--- src/rtl/sti_quad_if.sv ---
// Handshake bundle between an upstream share producer and the sti_quad_layer TI share layer.
// The block uses the slave modport; the driving environment uses the master modport.
interface sti_quad_if #(
  parameter int W    = 16,
  parameter int NOUT = 8
) ();
  logic            in_valid;
  logic            in_ready;
  logic [W-1:0]    in_data;
  logic [NOUT-1:0] rnd;
  logic            out_valid;
  logic            out_ready;
  logic [NOUT-1:0] out_data;
  logic            busy;

  modport master (
    output in_valid, in_data, rnd, out_ready,
    input  in_ready, out_valid, out_data, busy
  );

  modport slave (
    input  in_valid, in_data, rnd, out_ready,
    output in_ready, out_valid, out_data, busy
  );
endinterface

--- src/rtl/sti_quad_layer.sv ---
// Registered threshold-implementation share layer: each output bit is a quadratic ANF of the
// input shares, masked with fresh randomness. Parallel (all bits per cycle) or serial (one bit per cycle).
module sti_quad_layer #(
  parameter int                     W      = 16,
  parameter int                     NOUT   = 8,
  parameter logic [NOUT*W-1:0]      LIN    = '0,
  parameter logic [NOUT*W*W-1:0]    QUAD   = '0,
  parameter logic [NOUT-1:0]        CONST  = '0,
  parameter bit                     SERIAL = 1'b0
) (
  input  logic       clk,
  input  logic       rst_n,
  sti_quad_if.slave  bus
);

  typedef enum logic [1:0] {
    ST_IDLE = 2'd0,
    ST_EVAL = 2'd1,
    ST_DONE = 2'd2
  } state_t;

  logic [NOUT-1:0] out_data_r;
  logic            out_valid_r;
  logic            in_ready_s;
  logic            busy_s;

  // Coordinate function o of x; QUAD bits with i >= j are never visited.
  function automatic logic eval_bit(input logic [W-1:0] x, input int o);
    logic acc;
    acc = CONST[o];
    for (int i = 0; i < W; i++) begin
      acc = acc ^ (LIN[o*W+i] & x[i]);
      for (int j = i + 1; j < W; j++) begin
        acc = acc ^ (QUAD[o*W*W+i*W+j] & x[i] & x[j]);
      end
    end
    return acc;
  endfunction

  assign bus.in_ready  = in_ready_s;
  assign bus.out_valid = out_valid_r;
  assign bus.out_data  = out_data_r;
  assign bus.busy      = busy_s;

  if (SERIAL) begin : g_serial
    localparam int KW = (NOUT > 1) ? $clog2(NOUT) : 1;
    localparam logic [KW-1:0] K_LAST = KW'(NOUT - 1);
    localparam logic [KW-1:0] K_ONE  = KW'(1);

    state_t          state_r;
    state_t          state_s;
    logic [KW-1:0]   k_r;
    logic [W-1:0]    x_hold_r;
    logic [NOUT-1:0] r_hold_r;

    // Next-state and input-ready decode.
    always_comb begin
      state_s    = state_r;
      in_ready_s = 1'b0;
      case (state_r)
        ST_IDLE: begin
          in_ready_s = rst_n;
          if (bus.in_valid && rst_n) begin
            state_s = ST_EVAL;
          end else begin
            state_s = ST_IDLE;
          end
        end
        ST_EVAL: begin
          if (k_r == K_LAST) begin
            state_s = ST_DONE;
          end else begin
            state_s = ST_EVAL;
          end
        end
        ST_DONE: begin
          if (bus.out_ready) begin
            state_s = ST_IDLE;
          end else begin
            state_s = ST_DONE;
          end
        end
        default: begin
          state_s = ST_IDLE;
        end
      endcase
    end

    // State register plus the shared evaluator datapath; only x_hold/r_hold feed the result.
    always_ff @(posedge clk) begin
      if (!rst_n) begin
        state_r     <= ST_IDLE;
        k_r         <= '0;
        x_hold_r    <= '0;
        r_hold_r    <= '0;
        out_valid_r <= 1'b0;
        out_data_r  <= '0;
      end else begin
        state_r <= state_s;
        case (state_r)
          ST_IDLE: begin
            if (bus.in_valid) begin
              x_hold_r <= bus.in_data;
              r_hold_r <= bus.rnd;
              k_r      <= '0;
            end
          end
          ST_EVAL: begin
            out_data_r[k_r] <= eval_bit(x_hold_r, int'(k_r)) ^ r_hold_r[k_r];
            if (k_r == K_LAST) begin
              k_r         <= '0;
              out_valid_r <= 1'b1;
            end else begin
              k_r <= k_r + K_ONE;
            end
          end
          ST_DONE: begin
            if (bus.out_ready) begin
              out_valid_r <= 1'b0;
            end
          end
          default: begin
            state_r <= ST_IDLE;
          end
        endcase
      end
    end

    assign busy_s = (state_r != ST_IDLE);

  end else begin : g_parallel
    logic [NOUT-1:0] f_s;

    // All coordinates evaluated at once from the live input.
    always_comb begin
      f_s = '0;
      for (int o = 0; o < NOUT; o++) begin
        f_s[o] = eval_bit(bus.in_data, o);
      end
    end

    assign in_ready_s = rst_n & (~out_valid_r | bus.out_ready);

    // Single output stage; a drain and a load in the same cycle keep out_valid high.
    always_ff @(posedge clk) begin
      if (!rst_n) begin
        out_valid_r <= 1'b0;
        out_data_r  <= '0;
      end else if (bus.in_valid && in_ready_s) begin
        out_valid_r <= 1'b1;
        out_data_r  <= f_s ^ bus.rnd;
      end else if (bus.out_ready) begin
        out_valid_r <= 1'b0;
      end
    end

    assign busy_s = out_valid_r;
  end

endmodule

--- src/flat_wrapper.sv ---
// flat-port wrapper written by rule: the top's interface ports become plain ports
module sti_quad_layer_flat 
#(
  parameter int                     W      = 16,
  parameter int                     NOUT   = 8,
  parameter logic [NOUT*W-1:0]      LIN    = '0,
  parameter logic [NOUT*W*W-1:0]    QUAD   = '0,
  parameter logic [NOUT-1:0]        CONST  = '0,
  parameter bit                     SERIAL = 1'b0
)
  (clk, rst_n, bus_in_valid, bus_in_data, bus_rnd, bus_out_ready, bus_in_ready, bus_out_valid, bus_out_data, bus_busy);
  sti_quad_if #(.W(W), .NOUT(NOUT)) bus_i ();
  input  logic clk;
  input  logic rst_n;
  input wire logic [$bits(bus_i.in_valid)-1:0] bus_in_valid;
  input wire logic [$bits(bus_i.in_data)-1:0] bus_in_data;
  input wire logic [$bits(bus_i.rnd)-1:0] bus_rnd;
  input wire logic [$bits(bus_i.out_ready)-1:0] bus_out_ready;
  output wire logic [$bits(bus_i.in_ready)-1:0] bus_in_ready;
  output wire logic [$bits(bus_i.out_valid)-1:0] bus_out_valid;
  output wire logic [$bits(bus_i.out_data)-1:0] bus_out_data;
  output wire logic [$bits(bus_i.busy)-1:0] bus_busy;
  assign bus_i.in_valid = bus_in_valid;
  assign bus_i.in_data = bus_in_data;
  assign bus_i.rnd = bus_rnd;
  assign bus_i.out_ready = bus_out_ready;
  assign bus_in_ready = bus_i.in_ready;
  assign bus_out_valid = bus_i.out_valid;
  assign bus_out_data = bus_i.out_data;
  assign bus_busy = bus_i.busy;
  sti_quad_layer #(.W(W), .NOUT(NOUT), .LIN(LIN), .QUAD(QUAD), .CONST(CONST), .SERIAL(SERIAL)) u_core (.clk(clk), .rst_n(rst_n), .bus(bus_i));
endmodule
--- config.mk ---
export PLATFORM = sky130hd
export DESIGN_NAME = sti_quad_layer_flat
export DESIGN_NICKNAME = d
export VERILOG_FILES = /design/src/rtl/sti_quad_if.sv /design/src/rtl/sti_quad_layer.sv /design/src/flat_wrapper.sv
export SDC_FILE = /design/constraint.sdc
export NUM_CORES = 1
export LEC_CHECK = 0
export CORE_AREA = 2 2 39 41
export CTS_BUF_LIST = sky130_fd_sc_hd__clkbuf_8
export CTS_CLUSTER_SIZE = 14
export DETAILED_ROUTE_END_ITERATION = 8
export DIE_AREA = 0 0 41 43
export PLACE_DENSITY_LB_ADDON = 0.05
export SLEW_MARGIN = 20
export SYNTH_ARGS = -nofsm -noshare
export SYNTH_HDL_FRONTEND = slang
export SYNTH_SLANG_ARGS = --single-unit
--- constraint.sdc ---
create_clock -name clk -period 1.55 [get_ports clk]
set_input_delay 0.2325 -clock clk [delete_from_list [all_inputs] [get_ports clk]]
set_output_delay 0.2325 -clock clk [all_outputs]
set_load 0.01 [all_outputs]
==> impl_results.md, run 1 <==
* Status: finished, final reports clean
* Peak VDD IR at 809 uV
* Largest net degree at the start of global routing at 18
* Slew HR at 91.5%
* TritonCTS Buffers at 3
* First-pass GRT wire length at 1200 um
* Area Overhead vs Synth at 68.2%
* Via count at 343
* Top cell type by total area after synthesis: dfxtp_1
* Startpoint class of the critical path: input pin
* Pins Over Slew Limit at 0
* Synth Warn # at 0
* Sequential share of the synthesized area at 45.9%
* Detailed Place HPWL at 577 um
* P_leak at 0.286 nW
* Antenna-violating nets left at 0
* RSZ-0062 raised after global routing: false
* Ant. Diodes at 0
* Initial antenna violation count at 0
* Final setup violation count at 0
* # H-tree levels at 1
* Count of standard-cell rows at 14
* Drt wl/cell at 9.24 um
* Final hold viol count at 0
* Root buf cell: clkbuf_8
* Placed Cells at 78
* Top cells by area, synth: dfxtp_1 46%, mux2i_1 20%, nand2_1 15%
* # Post-CTS Setup Buffers at 0
* Tcrit/Tclk final at 93.2%
* Min cycle time layout at 1.45 ns
* Routed vias/inst at 4.18
* Mux cell area share after synthesis at 20.4%
* Flops & latches, synth at 9
* Post-synthesis xor/xnor area fraction at 0%
* Critical path arrival at 1.21 ns
* Mapped Area at 393 sq um
* Share of the synthesized area in the top cell type at 45.9%
* Placer's final routability congestion estimate at 0.566
* Number of port buffers at 22
* Complex-gate fraction of the synthesized area at 1.91%
* Die width at 41 um
* Fillers at 147
* CTS Buffer Depth at 2
* GRT Overall Usage at 10.6%
* Multi-input gate area at 178 sq um
* Total core area at 0.00138 sq mm
* Drt pass-1 iters at 2
* Worst setup EP type: output port
* Crit Path Class: input pin to output port
* Routed WL at 758 um
* Final Skew at 0.00154 ns
* TritonCTS clock tree: built
* Unique masters post-synth at 11
* CTS clk-pin slew, worst paths at 0.04 ns
* Max cap viols at 0
* Final instance area at 661 sq um
* Vias in the first global route at 300
* Power density cells at 953 mW/mm^2
* Syn Area/Cell at 9.35 sq um
* Post-synthesis adder-cell area fraction at 0%
* Worst Tran Pin Value at 0.124 ns
* Cell Area, Placed at 617 sq um
* Post-Syn Instances at 42
* Sink Count at 9
* Top Ports at 39
* Drt drc at 0
* Reg area at 180 sq um
* Share of layout cells above drive strength 1 at 12.1%
* Largest family of logic cells by synthesized area: simple AND/OR/NAND/NOR gates
* Die area at 0.00176 sq mm
* Post-Layout Cell Count at 82
* Final net count at 95
* Iter 0 DRT Violations at 6
* Synth Area in Simple Gates at 22.9%
* Die Y at 43 um
* Fmax at 692 MHz
* Post-Syn Nets at 70
* Grt total ovfl at 0
* Clk_lat worst skew at 0.23 ns
* Starting Density at 28.4%
* Largest fanout on the critical path at 2
* Hold Path Class: register to register
* Critical Path RT at 1.32 ns
-- timing repair --
action	4_1_cts	5_1_grt
endpoints found under the setup margin	1	0
resized for setup	1	0
hold buffers	0	0
-- where the power goes --
group	internal (W)	leakage [nW]	switching [W]	total (W)
Combinational	0.0000750	0.185	0.0000403	0.000115
Sequential	0.000248	0.0743	0.00000878	0.000257
Clock	0.000172	0.0269	0.0000859	0.000258
-- layout make-up --
class | instances | area share [%]
clock buffer | 3 | 6.25
tap | 16 | 3.03
inverter | 1 | 0.568
sequential | 9 | 27.3
multi-input combinational | 28 | 26.9
clock inverter | 1 | 0.568
timing repair buffer | 24 | 35.4
-- cells by family after synthesis --
logic type	count (synthesis)
AOI/OAI and AO/OA	1
buffers and inverters	5
DFF	9
muxes	8
and+or+nand+nor	19
-- per-stage QoR --
stage | worst slack, ns | power (W) | util [%] | TNS (ns) | hold slack [ns]
2_1_floorplan | 0.568 | 0.000314 | - | 0 | 0.371
3_3_place_gp | -0.134 | 0.000379 | 44.6 | -0.134 | 0.447
3_5_place_dp | -0.135 | 0.000379 | 44.6 | -0.135 | 0.454
4_1_cts | 0.0979 | 0.000646 | 47.7 | 0 | 0.460
5_1_grt | 0.0547 | 0.000667 | 47.7 | 0 | 0.480
6_report | 0.105 | 0.000630 | 47.7 | 0 | 0.455
-- sequential cells by signal, indices dropped and copies added (netlist names) --
register,cells
u_core.bus.busy,1
u_core.bus.out_data,8
-- layer usage --
layer	vias to the layer above	wire length (um)	GRT usage [%]
met5	-	0	0
met4	0	21	8.00
met3	4	64	5.76
met2	16	354	13.8
met1	144	317	12.3
li1	179	-	-
-- worst paths after layout --
check                                end                   start  slack [ns]  cells past startpoint
hold reg to reg   u_core.bus.out_data[7]  u_core.bus.out_data[7]        0.46                      2
hold / removal    u_core.bus.out_data[7]  u_core.bus.out_data[7]        0.46                      2
setup reg to reg  u_core.bus.out_data[2]         u_core.bus.busy        0.53                      4
setup / recovery            bus_in_ready           bus_out_ready        0.10                      4
-- cells in the final DEF, fill, tap and decap left out, types with 2 or more instances in the layout --
cell type	synthesis	routed
clkdlybuf4s50_1	0	21
buf_4	2	2
nand2_1	16	16
dfxtp_1	9	9
clkbuf_8	0	3
inv_1	1	2
mux2i_1	8	8
-- worst max-delay path, cell delays in order --
cell and delay (ns):
clkdlybuf4s50_1 0.39, nand2b_4 0.14, and2_2 0.18, dlygate4sd2_1 0.27
-- cell usage after synthesis (all sizes together) --
master  number
mux2i        8
nand2b       1
dfxtp        9
buf          4
a21boi       1
inv          1
and2         2
nand2       16
Note: power is estimated with default switching activity, not from simulation.
==> run 2: changes to the inputs <==
--- a/config.mk
+++ b/config.mk
@@ -5,6 +5,7 @@
 export SDC_FILE = /design/constraint.sdc
 export NUM_CORES = 1
 export LEC_CHECK = 0
+export ABC_AREA = 0
 export CORE_AREA = 2 2 39 41
 export CTS_BUF_LIST = sky130_fd_sc_hd__clkbuf_8
 export CTS_CLUSTER_SIZE = 14
==> results of run 2 <==
The final DEF is identical to that of run 1; final timing and power are the same.
==> run 3: changes to the inputs <==
--- a/config.mk
+++ b/config.mk
@@ -12,6 +12,7 @@
 export DETAILED_ROUTE_END_ITERATION = 8
 export DIE_AREA = 0 0 41 43
 export PLACE_DENSITY_LB_ADDON = 0.05
+export SETUP_SLACK_MARGIN = 0.4
 export SLEW_MARGIN = 20
 export SYNTH_ARGS = -nofsm -noshare
 export SYNTH_HDL_FRONTEND = slang
==> impl_results.md, run 3 (synthesis results as in run 1) <==
* Largest fanout on the critical path at 3 (+1)
* TritonCTS Buffers at 3 (unchanged)
* Setup TNS at 0 ns (unchanged)
* Worst Tran Pin Value at 0.124 ns (+0.000000358 ns)
* Cell Area, Placed at 617 sq um (unchanged)
* # Post-CTS Setup Buffers at 0 (unchanged)
* Setup WS pre-CTS at -0.135 ns (unchanged)
* GRT Overall Usage at 10.7% (+0.10 points)
* Count of standard-cell rows at 14 (unchanged)
* Power density cells at 943 mW/mm^2 (-1.1%)
* Die area at 0.00176 sq mm (unchanged)
* Number of port buffers at 22 (unchanged)
* Min cycle time layout at 1.11 ns (-0.337 ns)
* Iter 0 DRT Violations at 6 (unchanged)
* Final setup violation count at 0 (unchanged)
* Pins Over Slew Limit at 0 (unchanged)
* Reg area at 181 sq um (+0.69%)
* Drt pass-1 iters at 2 (unchanged)
* Final instance area at 658 sq um (-0.38%)
* Drt wl/cell at 9.34 um (+1.1%)
* Sink Count at 9 (unchanged)
* Post-Layout Cell Count at 82 (unchanged)
* Worst setup EP type: output port
* Final hold viol count at 0 (unchanged)
* Ant. Diodes at 0 (unchanged)
* Top Ports at 39 (unchanged)
* Peak VDD IR at 812 uV (+0.38%)
* Tcrit/Tclk final at 71.5% (-22 points)
* CTS Buffer Depth at 2 (unchanged)
* Via count at 340 (-0.87%)
* Status: finished, final reports clean
* Placer's final routability congestion estimate at 0.566 (unchanged)
* Grt total ovfl at 0 (unchanged)
* TritonCTS clock tree: built
* Max cap viols at 0 (unchanged)
* Share of layout cells above drive strength 1 at 15.2% (+3.0 points)
* Max reg flops at 8 (unchanged)
* Fin worst setup slack at 0.442 ns (+0.337 ns)
* Hold Path Class: register to register
* Multi-input gate area at 179 sq um (+0.70%)
* Fmax at 902 MHz (+30%)
* Crit Path Class: register to output port
* Die Y at 43 um (unchanged)
* Placed Cells at 78 (unchanged)
* # H-tree levels at 1 (unchanged)
* Detailed Place HPWL at 577 um (unchanged)
* Starting Density at 28.4% (unchanged)
* Fillers at 146 (-0.68%)
* Critical path arrival at 0.88 ns (-0.33 ns)
* Final net count at 95 (unchanged)
* Antenna-violating nets left at 0 (unchanged)
* Most common cell after layout, fill and taps aside: nand2_1
* RSZ-0062 raised after global routing: false
* Routed vias/inst at 4.15 (-0.87%)
* Area Overhead vs Synth at 67.5%
* Drt drc at 0 (unchanged)
* Largest net degree at the start of global routing at 18 (unchanged)
* Die width at 41 um (unchanged)
* Routed WL at 766 um (+1.1%)
* CTS clk-pin slew, worst paths at 0.04 ns (about the same)
* First-pass GRT wire length at 1210 um (+1.2%)
* Vias in the first global route at 304 (+1.3%)
* Final Skew at 0.00160 ns (+0.0000580 ns)
* Critical Path RT at 1.32 ns (about the same)
* P_leak at 0.337 nW (+18%)
* Slew HR at 91.5% (unchanged)
* Total core area at 0.00138 sq mm (unchanged)
* Root buf cell: clkbuf_8
* Most frequent cells in the layout: 16 x nand2_1, 11 x dlygate4sd2_1, 9 x clkdlybuf4s50_1
* Initial antenna violation count at 0 (unchanged)
* Startpoint class of the critical path: register
* Clk_lat worst skew at 0.23 ns (about the same)
[run 3: final timing paths]
kind	cells after the start	slack (ns)	from	to
hold / removal	2	0.45	u_core.bus.out_data[7]	u_core.bus.out_data[7]
setup reg to reg	4	0.57	u_core.bus.busy	u_core.bus.out_data[2]
hold reg to reg	2	0.45	u_core.bus.out_data[7]	u_core.bus.out_data[7]
setup / recovery	3	0.44	u_core.bus.busy	bus_in_ready
[run 3: worst max-delay path: stages, from the launching register on]
cell and delay (ns):
dfxtp_2 0.35, nand2b_4 0.06, and2_4 0.13, buf_6 0.11
[run 3: timing repair]
action	CTS	global route
endpoints found under the setup margin	15	3
hold endpoints to repair	0	0
hold buffers	0	0
resized for setup	14	6
pin swaps	0	1
[run 3: power breakdown]
part	total, W	leakage (nW)	internal (W)	switching, W
clock	0.000258	0.0269	0.000172	0.0000859
combinational	0.000107	0.235	0.0000653	0.0000412
sequential	0.000256	0.0745	0.000248	0.00000807
total	0.000621	0.337	0.000486	0.000135
[run 3: final cells by class]
| class | count | area share [%] |
|---|---|---|
| Timing Repair Buffer | 24 | 34.8 |
| Clock buffer | 3 | 6.27 |
| Tap cell | 16 | 3.04 |
| Inverter | 1 | 0.570 |
| Sequential cell | 9 | 27.6 |
| Multi-Input combinational cell | 28 | 27.2 |
| Clock inverter | 1 | 0.570 |
[run 3: metrics by stage]
step	hold WS, ns	total power [W]	utilization [%]
floorplan	0.371	0.000314	-
global placement	0.447	0.000379	44.6
detailed placement	0.454	0.000379	44.6
CTS	0.458	0.000634	47.1
global route	0.477	0.000658	47.6
finish	0.453	0.000621	47.6
[run 3: routing by layer]
layer  vias up  part of all wire, %  track usage (%)
li1        177                    -                -
met1       143                   41             12.3
met2        16                   46             14.1
met3         4                  9.4             5.76
met4         0                  2.7             8.00
met5         -                    0                0
==> RTL change 1: new RTL, settings of run 3 <==
`NOUT` is set to 8 in 3 places; all go to 16.
--- a/src/rtl/sti_quad_if.sv
+++ b/src/rtl/sti_quad_if.sv
@@ -2,7 +2,7 @@
 // The block uses the slave modport; the driving environment uses the master modport.
 interface sti_quad_if #(
   parameter int W    = 16,
-  parameter int NOUT = 8
+  parameter int NOUT = 16
 ) ();
   logic            in_valid;
   logic            in_ready;
--- a/src/rtl/sti_quad_layer.sv
+++ b/src/rtl/sti_quad_layer.sv
@@ -2,7 +2,7 @@
 // input shares, masked with fresh randomness. Parallel (all bits per cycle) or serial (one bit per cycle).
 module sti_quad_layer #(
   parameter int                     W      = 16,
-  parameter int                     NOUT   = 8,
+  parameter int                     NOUT   = 16,
   parameter logic [NOUT*W-1:0]      LIN    = '0,
   parameter logic [NOUT*W*W-1:0]    QUAD   = '0,
   parameter logic [NOUT-1:0]        CONST  = '0,
--- a/src/flat_wrapper.sv
+++ b/src/flat_wrapper.sv
@@ -2,7 +2,7 @@
 module sti_quad_layer_flat 
 #(
   parameter int                     W      = 16,
-  parameter int                     NOUT   = 8,
+  parameter int                     NOUT   = 16,
   parameter logic [NOUT*W-1:0]      LIN    = '0,
   parameter logic [NOUT*W*W-1:0]    QUAD   = '0,
   parameter logic [NOUT-1:0]        CONST  = '0,
Ports: changed (resized bus_out_data and bus_rnd); port bits go from 39 to 55. No check against the original RTL was run, so the function may have changed too.
==> RTL change 1 against run 3 <==
- final area is 78% higher
- core utilization is 37 points higher
- sequential cell count is 8 higher
- fmax is 3.4% lower
- routed wire length is 120% higher
- non-clock buffer count is 20 higher
- hold slack better by 0.0042 ns
- first-iteration DRC count stayed put
- synthesized area is 83% higher
- setup slack worse by 0.040 ns
- power is 62% higher
==> RTL change 1: results <==
# TYPE chip_impl_metric gauge
chip_impl_metric{name="drt-total-wl",unit="um"} 1720
chip_impl_metric{name="gp_routability_congestion",unit=""} 0.654
chip_impl_metric{name="yosysUniqueCellTypes",unit=""} 13
chip_impl_metric{name="mappedNetlistNets",unit=""} 113
chip_impl_metric{name="static-leakage-power",unit="nW"} 0.592
chip_impl_metric{name="largest_register_ffs",unit=""} 16
chip_impl_metric{name="maximum_number_of_pins_on_one_net_before_global_route_repair",unit=""} 34
chip_impl_metric{name="post-place-cells",unit=""} 126
chip_impl_metric{name="clk_transition_reported_paths",unit="ns"} 0.06
chip_impl_metric{name="power.ir.vdd_worst",unit="V"} 0.000958
chip_impl_metric{name="first_global_vias",unit=""} 629
chip_impl_metric{name="port_buffers",unit=""} 38
chip_impl_metric{name="final_nets",unit=""} 155
chip_impl_metric{name="wire_per_inst",unit="um"} 12.8
chip_impl_metric{name="post_route_cells_drive_above_1_share",unit=""} 0.119
chip_impl_metric{name="synth_cells",unit=""} 77
chip_impl_metric{name="timing.slew.headroom",unit=""} 0.857
chip_impl_metric{name="worstPathArrival",unit="ns"} 0.92
chip_impl_metric{name="insertion_delay",unit="ns"} 0.25
chip_impl_metric{name="finClkSkew",unit="ns"} 0.00436
chip_impl_metric{name="grt_first_pass_wirelength",unit="um"} 2700
chip_impl_info{name="outcome",value="complete, no violations"} 1
chip_impl_metric{name="yosysSeqAreaShare",unit=""} 0.473
chip_impl_info{name="netlist_top_cells_count",value="sky130_fd_sc_hd__nand2_1 (32), sky130_fd_sc_hd__dfxtp_1 (17), sky130_fd_sc_hd__mux2i_1 (16)"} 1
chip_impl_metric{name="grt_resource_usage_total",unit=""} 0.230
chip_impl_metric{name="filler_cell_count",unit=""} 95
chip_impl_metric{name="p_switching",unit="uW"} 237
chip_impl_metric{name="routed_via_density",unit=""} 4.76
[RTL change 1: changes by cell type after synthesis, sizes merged]
cell / run 3 / this run
buf: 4 / 6
clkbuf: 0 / 1
dfxtp: 9 / 17
mux2i: 8 / 16
nand2: 16 / 32
[RTL change 1: cell families (layout without fill, tap and decap cells)]
family / after synthesis / in the layout / synth area share
AOI/OAI and AO/OA: 1 / 1 / 0.0104
buffers and inverters: 8 / 49 / 0.0852
DFF: 17 / 17 / 0.473
muxes: 16 / 16 / 0.223
and+or+nand+nor: 35 / 35 / 0.209
[RTL change 1: timing repair]
item | 4_1_cts | 5_1_grt
cloned | 1 | 0
pin swaps | 0 | 0
buffers inserted | 3 | 0
resized for setup | 25 | 4
setup endpoints to repair | 35 | 10
hold buffers | 0 | 0
hold endpoints to repair | 0 | 0
[RTL change 1: power groups by stage]
stage / clock network [mW] / registers [mW] / logic, mW
final: 0.313 / 0.482 / 0.213
after global placement: 0 / 0.489 / 0.201
after global routing: 0.332 / 0.486 / 0.230
after detailed placement: 0 / 0.492 / 0.205
after CTS: 0.320 / 0.482 / 0.207
after floorplan: 0 / 0.505 / 0.0832
[RTL change 1: routing by layer]
metal,GRT usage,vias to the layer above,part of all wire
li1,-,324,-
met5,0,-,0
met1,0.247,292,0.39
met4,0.120,0,0.010
met2,0.406,20,0.54
met3,0.0262,2,0.055
[RTL change 1: worst register-to-register path: stages (launching register included)]
cell and delay [ns]:
sky130_fd_sc_hd__dfxtp_2 0.34, sky130_fd_sc_hd__nand2b_4 0.06, sky130_fd_sc_hd__buf_4 0.10, sky130_fd_sc_hd__and2_4 0.19, sky130_fd_sc_hd__buf_4 0.16, sky130_fd_sc_hd__mux2i_1 0.20
[RTL change 1: worst paths after layout]
check	from	end	slack [ns]	cells after the start
setup / recovery	u_core.bus.busy	bus_in_ready	0.40	3
hold / removal	u_core.bus.out_data[3]	u_core.bus.out_data[3]	0.46	2
setup reg to reg	u_core.bus.busy	u_core.bus.out_data[8]	0.43	5
hold reg to reg	u_core.bus.out_data[3]	u_core.bus.out_data[3]	0.46	2
[RTL change 1: cell type report]
type                       instances  area [um2]  area share
timing repair buffer              44         442       0.377
inverter                           1        3.75     0.00321
tap                               16        20.0      0.0171
multi-input combinational         52         319       0.272
clock inverter                     1        3.75     0.00321
clock buffer                       3        41.3      0.0353
sequential                        17         342       0.292
[RTL change 1: metrics by stage]
stage	cell area, um2	worst slack [ns]
final	1170	0.402
after global routing	1170	0.363
after CTS	1160	0.349
after detailed placement	1080	-0.141
after global placement	1080	-0.129
after floorplan	719	0.431
==> RTL change 2: new RTL, settings of run 3 <==
Without the edit above. Make the reset (`rst_n`) asynchronous in 2 clocked blocks.
--- a/src/rtl/sti_quad_layer.sv
+++ b/src/rtl/sti_quad_layer.sv
@@ -87,7 +87,7 @@
     end
 
     // State register plus the shared evaluator datapath; only x_hold/r_hold feed the result.
-    always_ff @(posedge clk) begin
+    always_ff @(posedge clk or negedge rst_n) begin
       if (!rst_n) begin
         state_r     <= ST_IDLE;
         k_r         <= '0;
@@ -142,7 +142,7 @@
     assign in_ready_s = rst_n & (~out_valid_r | bus.out_ready);
 
     // Single output stage; a drain and a load in the same cycle keep out_valid high.
-    always_ff @(posedge clk) begin
+    always_ff @(posedge clk or negedge rst_n) begin
       if (!rst_n) begin
         out_valid_r <= 1'b0;
         out_data_r  <= '0;
Check against the original RTL: differs if rst_n is asserted again (counterexample within 4 cycles, from zero or initial values and one cycle with rst_n low); with rst_n held inactive, the same outputs for 10 cycles.
==> RTL change 2 against run 3 <==
- die area stayed put
- global-route usage is 0.33 points higher
- via count is 16% lower
- non-clock buffer count is 2 higher
- critical path type is now reg -> reg
- clock skew is 0.0011 ns lower
- synthesized cell count is 43% lower
- setup slack worse by 0.10 ns
- final area is 6.7% higher
- sequential cell count stayed put
- fmax is 8.4% lower
- core utilization is 3.2 points higher
- power is 22% higher
- synthesized area is 3.8% higher
- routed wire length is 1.4% higher
==> RTL change 2: results <==
# TYPE chip_impl_metric gauge
chip_impl_metric{name="yosysUniqueCellTypes",unit=""} 9
chip_impl_info{name="dr.max_layer_used",value="met3"} 1
chip_impl_metric{name="highest_fanout_seen_on_the_critical_path",unit=""} 8
chip_impl_metric{name="detail_route.first_pass.iterations",unit=""} 2
chip_impl_metric{name="worst_path_largest_cell_delay",unit="ns"} 0.41
chip_impl_metric{name="finClkSkew",unit="ns"} 0.000541
chip_impl_metric{name="power.ir.vdd_worst",unit="V"} 0.000496
chip_impl_info{name="outcome",value="complete, no violations"} 1
chip_impl_metric{name="static-leakage-power",unit="nW"} 0.343
chip_impl_metric{name="worst-r2r-setup-slack",unit="ns"} 0.34
chip_impl_metric{name="first_global_vias",unit=""} 303
chip_impl_metric{name="grtUsageMet2",unit=""} 0.156
chip_impl_metric{name="grt_first_pass_wirelength",unit="um"} 1260
chip_impl_metric{name="use_met3",unit=""} 0.0524
chip_impl_metric{name="mappedNetlistNets",unit=""} 52
chip_impl_info{name="netlist_top_cells_count",value="sky130_fd_sc_hd__dfrtp_1 (9), sky130_fd_sc_hd__mux2_4 (8)"} 1
chip_impl_metric{name="wire_per_inst",unit="um"} 11.4
chip_impl_metric{name="p_switching",unit="uW"} 175
chip_impl_info{name="synth-main-ff-cell",value="sky130_fd_sc_hd__dfrtp_1"} 1
chip_impl_info{name="worst-setup-path-type",value="reg -> reg"} 1
chip_impl_metric{name="final_nets",unit=""} 81
chip_impl_metric{name="syn_avg_cell_area",unit="um2"} 17.0
chip_impl_metric{name="worstPathArrival",unit="ns"} 1.32
chip_impl_metric{name="post_route_cells_drive_above_1_share",unit=""} 0.365
chip_impl_metric{name="place_worst_setup_slack",unit="ns"} -0.135
chip_impl_metric{name="detailroute.wirelength.met2",unit="um"} 371
chip_impl_metric{name="gp_routability_congestion",unit=""} 0.665
chip_impl_info{name="slowest_stage",value="sky130_fd_sc_hd__dfrtp_1"} 1
chip_impl_metric{name="power.clock.fraction",unit=""} 0.336
chip_impl_metric{name="globalRouteMet1Util",unit=""} 0.131
chip_impl_metric{name="route.met3.wl",unit="um"} 81
chip_impl_metric{name="asyncSetResetFlopFracSynth",unit=""} 1.00
chip_impl_metric{name="comb_power_share",unit=""} 0.269
chip_impl_metric{name="grt_resource_usage_total",unit=""} 0.110
chip_impl_info{name="worstReg2RegStart",value="u_core.bus.busy"} 1
chip_impl_metric{name="final-instance-count-excl-fill",unit=""} 68
chip_impl_metric{name="maximum_number_of_pins_on_one_net_before_global_route_repair",unit=""} 9
chip_impl_metric{name="timing.final.crit_period",unit="ns"} 1.21
chip_impl_metric{name="routed_via_density",unit=""} 4.19
## RTL change 2: cell types whose count changed after synthesis
cell | before | now
sky130_fd_sc_hd__nand2_2 | 0 | 1
sky130_fd_sc_hd__mux2_4 | 0 | 8
sky130_fd_sc_hd__nor2b_4 | 0 | 1
sky130_fd_sc_hd__buf_4 | 2 | 1
sky130_fd_sc_hd__and2_1 | 0 | 1
sky130_fd_sc_hd__dfrtp_1 | 0 | 9
sky130_fd_sc_hd__and2_2 | 1 | 0
sky130_fd_sc_hd__a21boi_0 | 1 | 0
sky130_fd_sc_hd__and2_4 | 1 | 0
sky130_fd_sc_hd__mux2i_1 | 8 | 0
sky130_fd_sc_hd__inv_1 | 1 | 0
sky130_fd_sc_hd__nand2_1 | 16 | 1
sky130_fd_sc_hd__buf_2 | 1 | 0
sky130_fd_sc_hd__dfxtp_1 | 9 | 0
## RTL change 2: metrics by stage
stage | hold slack (ns) | TNS, ns | cell area [um2] | total power, mW
2_1_floorplan | -0.0631 | 0 | 408 | 0.403
3_3_place_gp | 0.492 | -0.134 | 664 | 0.535
3_5_place_dp | 0.495 | -0.219 | 664 | 0.538
4_1_cts | 0.107 | 0 | 698 | 0.772
5_1_grt | 0.113 | 0 | 702 | 0.814
6_report | 0.105 | 0 | 702 | 0.759
## RTL change 2: repair_timing
item                       CTS  global route
setup endpoints to repair   19            14
cloned                       0             0
setup buffers                1             0
resized for setup           19             3
pin swaps                    0             0
## RTL change 2: cell families (layout without fill, tap and decap cells)
kind of cell	count (synthesis)	count (layout)	synth area share
mux	8	8	0.294
buf+inv	2	30	0.0460
simple gates	5	5	0.107
flops	9	9	0.552
## RTL change 2: final cells by class
cell class	instances	area, um2
tap	16	20.0
clock inverter	1	3.75
clock buffer	3	41.3
sequential	9	225
timing repair buffer	26	248
multi-input combinational	13	164
fill	128	682
